==> src/rtl/lsu_split_pkg.sv <==
// Shared LSU definitions: RV32 load/store op codes, FSM state encodings and
// the misaligned-handling selector.
package lsu_split_pkg;

  localparam int LSUOP_WIDTH = 3;

  localparam logic [LSUOP_WIDTH-1:0] LSUOP_B  = 3'b000;
  localparam logic [LSUOP_WIDTH-1:0] LSUOP_H  = 3'b001;
  localparam logic [LSUOP_WIDTH-1:0] LSUOP_W  = 3'b010;
  localparam logic [LSUOP_WIDTH-1:0] LSUOP_BU = 3'b100;
  localparam logic [LSUOP_WIDTH-1:0] LSUOP_HU = 3'b101;

  typedef enum logic [0:0] {
    LSU_ST_IDLE   = 1'b0,
    LSU_ST_SPLIT2 = 1'b1
  } lsu_state_e;

  localparam bit LSU_MISALIGNED_SPLIT = 1'b1;
  localparam bit LSU_MISALIGNED_FAULT = 1'b0;

  // Unshifted byte enables for an access of the given size.
  function automatic logic [3:0] lsu_base_mask(input logic [LSUOP_WIDTH-1:0] op);
    logic [3:0] mask;
    case (op)
      LSUOP_B, LSUOP_BU: mask = 4'b0001;
      LSUOP_H, LSUOP_HU: mask = 4'b0011;
      LSUOP_W:           mask = 4'b1111;
      default:           mask = 4'b0000;
    endcase
    return mask;
  endfunction

endpackage

==> src/rtl/lsu_split_align_net.sv <==
// Combinational alignment network: byte-lane placement for stores, crossing and
// illegal-op detection, and load extraction/extension from a 64-bit window.
module lsu_split_align_net
  import lsu_split_pkg::*;
(
  input  logic [LSUOP_WIDTH-1:0] op,
  input  logic [1:0]             off,
  input  logic                   is_store,
  input  logic [31:0]            store_data,
  output logic [7:0]             mask64,
  output logic [63:0]            data64,
  output logic                   crosses,
  output logic                   illegal,
  input  logic [LSUOP_WIDTH-1:0] ld_op,
  input  logic [1:0]             ld_off,
  input  logic [63:0]            ld_window,
  output logic [31:0]            ld_data
);

  logic [31:0] ld_word_s;

  assign mask64    = {4'h0, lsu_base_mask(op)} << off;
  assign data64    = {32'h0, store_data} << {off, 3'b000};
  assign ld_word_s = 32'(ld_window >> {ld_off, 3'b000});

  // Classify the request: word-crossing and illegal op/direction combinations.
  always_comb begin
    crosses = 1'b0;
    illegal = 1'b0;
    case (op)
      LSUOP_B:  crosses = 1'b0;
      LSUOP_H:  crosses = (off == 2'd3);
      LSUOP_W:  crosses = (off != 2'd0);
      LSUOP_BU: illegal = is_store;
      LSUOP_HU: begin
        crosses = (off == 2'd3);
        illegal = is_store;
      end
      default:  illegal = 1'b1;
    endcase
  end

  // Sign- or zero-extend the addressed bytes of the load window.
  always_comb begin
    ld_data = 32'h0;
    case (ld_op)
      LSUOP_B:  ld_data = {{24{ld_word_s[7]}}, ld_word_s[7:0]};
      LSUOP_BU: ld_data = {24'h0, ld_word_s[7:0]};
      LSUOP_H:  ld_data = {{16{ld_word_s[15]}}, ld_word_s[15:0]};
      LSUOP_HU: ld_data = {16'h0, ld_word_s[15:0]};
      LSUOP_W:  ld_data = ld_word_s;
      default:  ld_data = 32'h0;
    endcase
  end

endmodule

==> src/rtl/lsu_split.sv <==
// Load/store unit with valid/ready request handshake, optional two-access split
// of word-crossing accesses, and a registered completion pulse.
module lsu_split
  import lsu_split_pkg::*;
#(
  parameter int ADDR_W          = 32,
  parameter bit MISALIGNED_MODE = LSU_MISALIGNED_SPLIT
) (
  input  logic                   clk,
  input  logic                   rst_n,
  input  logic                   i_valid,
  output logic                   o_ready,
  input  logic                   i_is_store,
  input  logic [LSUOP_WIDTH-1:0] i_op,
  input  logic [ADDR_W-1:0]      i_addr,
  input  logic [31:0]            i_store_data,
  output logic                   o_done,
  output logic                   o_fault,
  output logic [31:0]            o_load_data,
  output logic                   o_mem_en,
  output logic                   o_mem_is_store,
  output logic [ADDR_W-3:0]      o_mem_addr,
  output logic [31:0]            o_mem_store_data,
  output logic [3:0]             o_mem_store_mask,
  input  logic [31:0]            i_mem_load_data
);

  lsu_state_e state_r;
  lsu_state_e state_s;

  logic                   accept_s;
  logic [1:0]             off_s;
  logic [7:0]             mask64_s;
  logic [63:0]            data64_s;
  logic                   crosses_s;
  logic                   illegal_s;
  logic                   go_fault_s;
  logic                   go_single_s;
  logic                   go_split_s;
  logic                   in_split_s;
  logic [63:0]            window_s;
  logic [31:0]            extract_s;

  logic [LSUOP_WIDTH-1:0] op_r;
  logic [1:0]             off_r;
  logic [ADDR_W-3:0]      word_r;
  logic [3:0]             mask_hi_r;
  logic [31:0]            data_hi_r;
  logic                   store_r;
  logic                   split_r;
  logic [31:0]            lo_buf_r;
  logic                   done_r;
  logic                   fault_r;

  assign o_ready    = (state_r == LSU_ST_IDLE);
  assign accept_s   = i_valid && o_ready;
  assign off_s      = i_addr[1:0];
  assign in_split_s = (state_r == LSU_ST_SPLIT2);

  assign go_fault_s  = accept_s && (illegal_s ||
                       (crosses_s && (MISALIGNED_MODE == LSU_MISALIGNED_FAULT)));
  assign go_split_s  = accept_s && !illegal_s && crosses_s &&
                       (MISALIGNED_MODE == LSU_MISALIGNED_SPLIT);
  assign go_single_s = accept_s && !illegal_s && !crosses_s;

  // A non-split completion only ever sees the single word just read.
  assign window_s = split_r ? {i_mem_load_data, lo_buf_r} : {32'h0, i_mem_load_data};

  lsu_split_align_net u_align (
    .op         (i_op),
    .off        (off_s),
    .is_store   (i_is_store),
    .store_data (i_store_data),
    .mask64     (mask64_s),
    .data64     (data64_s),
    .crosses    (crosses_s),
    .illegal    (illegal_s),
    .ld_op      (op_r),
    .ld_off     (off_r),
    .ld_window  (window_s),
    .ld_data    (extract_s)
  );

  // Next-state logic: only a split-mode crossing access leaves IDLE.
  always_comb begin
    state_s = state_r;
    case (state_r)
      LSU_ST_IDLE: begin
        if (go_split_s) begin
          state_s = LSU_ST_SPLIT2;
        end else begin
          state_s = LSU_ST_IDLE;
        end
      end
      LSU_ST_SPLIT2: state_s = LSU_ST_IDLE;
      default:       state_s = LSU_ST_IDLE;
    endcase
  end

  // State register.
  always_ff @(posedge clk or negedge rst_n) begin
    if (!rst_n) begin
      state_r <= LSU_ST_IDLE;
    end else begin
      state_r <= state_s;
    end
  end

  // Memory port mux: second half of a split, or the accepted request itself.
  always_comb begin
    o_mem_en         = 1'b0;
    o_mem_is_store   = 1'b0;
    o_mem_addr       = '0;
    o_mem_store_data = 32'h0;
    o_mem_store_mask = 4'h0;
    if (in_split_s) begin
      o_mem_en         = 1'b1;
      o_mem_is_store   = store_r;
      o_mem_addr       = word_r + {{(ADDR_W-3){1'b0}}, 1'b1};
      o_mem_store_data = data_hi_r;
      o_mem_store_mask = mask_hi_r;
    end else if (go_single_s || go_split_s) begin
      o_mem_en         = 1'b1;
      o_mem_is_store   = i_is_store;
      o_mem_addr       = i_addr[ADDR_W-1:2];
      o_mem_store_data = data64_s[31:0];
      o_mem_store_mask = mask64_s[3:0];
    end else begin
      o_mem_en         = 1'b0;
      o_mem_store_mask = 4'h0;
    end
  end

  // Request latches and the low-word buffer for split loads.
  always_ff @(posedge clk or negedge rst_n) begin
    if (!rst_n) begin
      op_r      <= LSUOP_B;
      off_r     <= 2'd0;
      word_r    <= '0;
      mask_hi_r <= 4'h0;
      data_hi_r <= 32'h0;
      store_r   <= 1'b0;
      lo_buf_r  <= 32'h0;
    end else begin
      if (accept_s) begin
        op_r      <= i_op;
        off_r     <= off_s;
        word_r    <= i_addr[ADDR_W-1:2];
        mask_hi_r <= mask64_s[7:4];
        data_hi_r <= data64_s[63:32];
        store_r   <= i_is_store;
      end
      if (in_split_s) begin
        lo_buf_r <= i_mem_load_data;
      end
    end
  end

  // Completion pulse; reset drops any pending completion.
  always_ff @(posedge clk or negedge rst_n) begin
    if (!rst_n) begin
      done_r  <= 1'b0;
      fault_r <= 1'b0;
      split_r <= 1'b0;
    end else begin
      done_r  <= go_fault_s || go_single_s || in_split_s;
      fault_r <= go_fault_s;
      split_r <= in_split_s;
    end
  end

  assign o_done  = done_r;
  assign o_fault = fault_r;

  // Load result is forced to zero unless a successful load completes.
  always_comb begin
    o_load_data = 32'h0;
    if (done_r && !fault_r && !store_r) begin
      o_load_data = extract_s;
    end else begin
      o_load_data = 32'h0;
    end
  end

endmodule

==> config.mk <==
export PLATFORM = sky130hd
export DESIGN_NAME = lsu_split
export DESIGN_NICKNAME = d
export VERILOG_FILES = /design/src/rtl/lsu_split_pkg.sv /design/src/rtl/lsu_split_align_net.sv /design/src/rtl/lsu_split.sv
export SDC_FILE = /design/constraint.sdc
export NUM_CORES = 1
export LEC_CHECK = 0
export CELL_PAD_IN_SITES_DETAIL_PLACEMENT = 1
export CELL_PAD_IN_SITES_GLOBAL_PLACEMENT = 1
export CORE_ASPECT_RATIO = 1.25
export CORE_MARGIN = 2
export CORE_UTILIZATION = 40
export CTS_BUF_LIST = sky130_fd_sc_hd__clkbuf_4
export CTS_CLUSTER_DIAMETER = 200
export CTS_CLUSTER_SIZE = 28
export DETAILED_ROUTE_END_ITERATION = 10
export HOLD_SLACK_MARGIN = 0.02
export PLACE_DENSITY_LB_ADDON = 0.1
export SLEW_MARGIN = 15
export SYNTH_ARGS = -nofsm -noshare
export SYNTH_HDL_FRONTEND = slang
export SYNTH_SLANG_ARGS = --single-unit
==> constraint.sdc <==
create_clock -name clk -period 5.88 [get_ports clk]
set_clock_uncertainty 0.2 [all_clocks]
set_input_delay 1.176 -clock clk [delete_from_list [all_inputs] [get_ports clk]]
set_output_delay 1.176 -clock clk [all_outputs]
set_load 0.005 [all_outputs]
==> reports/summary.md <==
- CTS tree: done
- final weighted congestion in routability-driven placement: 0.839
- count of cell instances traversed by the critical path: 6
- outcome: finished, final reports clean
- number of instances in the synthesized netlist: 843
- Max Buffers Root-to-Sink: 2
- clock slew at the register clock pins of the worst setup and hold paths: 0.13 ns
- crit path max-delay cell type: sky130_fd_sc_hd__or4_1
- number of iterations in the first detailed-routing pass: 4
- antenna violations before repair: 2
- pin count of the biggest net entering global routing: 62
- number of stages on the worst hold path: 2
- Clk Latency, worst-skew pair: 0.47 ns
- Post-CTS Setup Repair Bufs: 0
- cell class contributing the biggest share of worst-path delay: buffers and inverters
- global-route wire length before repair: 39100 µm
- critical path fanouts, max: 24
- area share of and/or/nand/nor cells after synthesis: 22.3%
- cts bufs inserted: 9
- post-cts resize count: 0
- initial standard-cell utilization of the core: 40.5%
- number of hold violations in the final report: 0
- most used cell, CP: sky130_fd_sc_hd__clkdlybuf4s50_1
- Reg2Reg Launch Point: in_split_s
- source of the critical timing path: i_mem_load_data[31]
- mean area per synthesized cell: 8.63 µm²
- final critical-path setup slack: 0.620 ns
- post-route antenna net violation count: 0
- drc violations: 0
- Ys Warns: 0
- commonest non-fill, non-tap cells in the layout: sky130_fd_sc_hd__clkdlybuf4s50_1 (203), sky130_fd_sc_hd__nand2_1 (184), sky130_fd_sc_hd__dfrtp_1 (97)
- clock root buffer master: sky130_fd_sc_hd__clkbuf_4
- fin. max-slew vios: 0
- number of max-cap violations: 0
- number of enable-type register cells in the synthesized netlist: 0
- worst-case headroom to the max-slew limit: 38.7%
- Final Routed Wirelength: 23800 µm
- clk sinks: 99
- compound-cell area share of the yosys netlist: 17.6%
- half-perimeter wire length of the detailed placement result: 17400 µm
- final core utilization: 53.5%
- CP bufs+invs: 2
- Core ar.: 18000 µm²
- overall die area: 19300 µm²
- Total Neg Setup Slack: 0 ns
- path type of the worst min-delay path: reg2reg
- placed cell areas: 9430 µm²
- arithmetic-cell share of the synthesized area counting full adders, half adders and majority gates: 0.172%
- post-layout minimum cycle time: 5.26 ns
- Leakage: 3.90 nW
- Area Overhead vs Synth: 32.1%
- ratio of final minimum period to clock period: 89.5%
- area of all placed cells without fillers: 9610 µm²
- RSZ-0062 raised after global routing: no
- sequence of cells on the critical path: clkdlybuf4s50_1, mux4_2, mux2i_1, or4_1, o211ai_1, clkdlybuf4s50_1
- combinational family with the most area after synthesis: simple AND/OR/NAND/NOR gates
- Die Ht: 155 µm
- number of distinct library cells after synthesis: 51
- CTS HTree Levels: 3
- Worst IR Drop VDD: 0.113 mV
- detail-routed via count per cell: 5.73
- parity-gate share of the synthesized area counting xor and xnor cells: 1.32%
- All-Layer GR Usage: 24.8%
- DRC violation total after the first TritonRoute iteration: 294
- post-synthesis register bit count: 99
- via count: 7083
- Async SR Flop Fraction: 100%
- predominant post-synthesis flop cell: sky130_fd_sc_hd__dfrtp_1
- total number of placement rows: 55
- Finish-stage setup viols: 0
- number of ports placed on the die boundary: 206
- Final Net Count: 1108
- endpoint class of the critical path: output pin
- die outline width: 125 µm
- worst endpoint required time: 4.50 ns
- longest individual stage delay on the worst path: 0.96 ns
- number of cell instances on the worst register-to-register path: 4
- achievable frequency: 0.190 GHz
- pre-CTS setup slack: 0.608 ns
- hold buffer count at cts: 0
- vias in the first global route: 7424
- worst slew pin tran: 0.919 ns
- grt total ovfl: 0
- area of the mapped netlist: 7280 µm²
- routed len/inst: 19.2 µm
- mux share of post-synthesis cell area: 20.0%
- Crit Path Category: in2out
- sequential element share of the synthesized area: 34.0%
- pwr dens: 199 nW/µm²
- most common library cell in the layout ignoring fill and taps: sky130_fd_sc_hd__clkdlybuf4s50_1
- Post-Syn Nets: 947
- Port-buffer cells: 205
- data arrival at the endpoint of the critical path: 3.88 ns
- startpoint class of the critical path: primary input
- ratio of cells with drive above 1 in the final layout: 11.3%
- worst min-delay path startpoint: data_hi_r[12]
## tightest hold or removal path, delay by kind of cell (launching register included)
kind,cells,cell delay [ns]
compound gates,1,0.06
flops,1,0.37
simple gates,1,0.05
## cell families (layout without fill, tap and decap cells)
kind of cell             after synthesis  in the layout
AND/OR/NAND/NOR                      353            353
multiplexers                         118            118
AO/OA/AOI/OAI                        186            186
other                                  0              1
XOR/XNOR                              11             11
adder cells (fa/ha/maj)                1              1
flip-flops                            99             99
buffers and inverters                 75            240
## where the power goes
group	total [mW]	internal [mW]	switching, mW
clock network	0.451	0.217	0.234
logic	0.575	0.316	0.259
registers	0.885	0.788	0.0974
total	1.91	1.32	0.590
## Yosys cell counts, drive strengths merged, types with 2 or more instances
cell type / instances / share of area, %
nor2b: 5 / 0.43
dfrtp: 99 / 34
nand2: 185 / 9.5
nand4: 15 / 1.3
o22a: 7 / 0.84
or2: 2 / 0.17
nand3b: 2 / 0.21
o211ai: 28 / 3.0
a22o: 17 / 2.0
o21ai: 52 / 4.0
and3: 6 / 0.52
a211oi: 8 / 0.83
xor2: 9 / 1.1
and4: 4 / 0.48
clkbuf: 43 / 2.2
buf: 29 / 2.2
o21a: 7 / 0.72
nand3: 34 / 2.3
nor2: 50 / 2.6
and2: 8 / 0.69
or4: 13 / 1.3
inv: 3 / 0.15
a22oi: 7 / 0.72
a31oi: 3 / 0.26
a21o: 5 / 0.52
or3: 3 / 0.26
a221oi: 8 / 0.96
mux4: 17 / 5.3
nand4b: 3 / 0.36
xnor2: 2 / 0.24
mux2i: 54 / 7.4
nor3b: 2 / 0.21
o311ai: 2 / 0.24
nand2b: 16 / 1.4
a21oi: 30 / 2.1
nor3: 2 / 0.14
mux2: 47 / 7.3
a32oi: 8 / 0.96
## metal layers
metal	GRT usage (%)	vias to the layer above	part of all wire, %	wire (µm)
li1	-	3384	-	-
met1	30.8	3494	43	10300
met2	44.0	174	50	11900
met3	4.12	31	4.6	1090
met4	7.60	0	2.0	469
met5	0	-	0	0
## final cells by class
class	instances	area, µm²
fillers	2081	8350
multi-input cells	669	4480
flip-flops and latches	99	2480
repair buffers	222	2170
well taps	228	285
clock inverters	5	103
clock buffers	10	75.1
inverters	3	11.3
diodes	1	2.50
## state kept, by name, indices dropped and copies added, names as in the netlist, 2 cells and up
name	count
word_r	30
op_r	3
lo_buf_r	32
off_r	2
data_hi_r	24
mask_hi_r	3
## metrics by stage
| step | power [mW] | std cells | hold WS [ns] |
|---|---|---|---|
| after CTS | 1.93 | 1236 | 0.309 |
| after global placement | 1.46 | 1221 | 0.264 |
| after detailed placement | 1.48 | 1221 | 0.278 |
| after floorplan | 1.20 | 843 | 0.250 |
| after global routing | 2.02 | 1237 | 0.342 |
| final | 1.91 | 1237 | 0.300 |
## final timing paths
path | endpoint | slack (ns)
setup / recovery | o_load_data[20] | 0.62
min in group asynchronous | lo_buf_r[17] | 0.54
hold / removal | data_hi_r[12] | 0.30
max in group asynchronous | data_hi_r[4] | 3.88
hold reg to reg | data_hi_r[12] | 0.30
setup reg to reg | mask_hi_r[2] | 3.26
No activity file was read; power rests on OpenSTA's default activity.
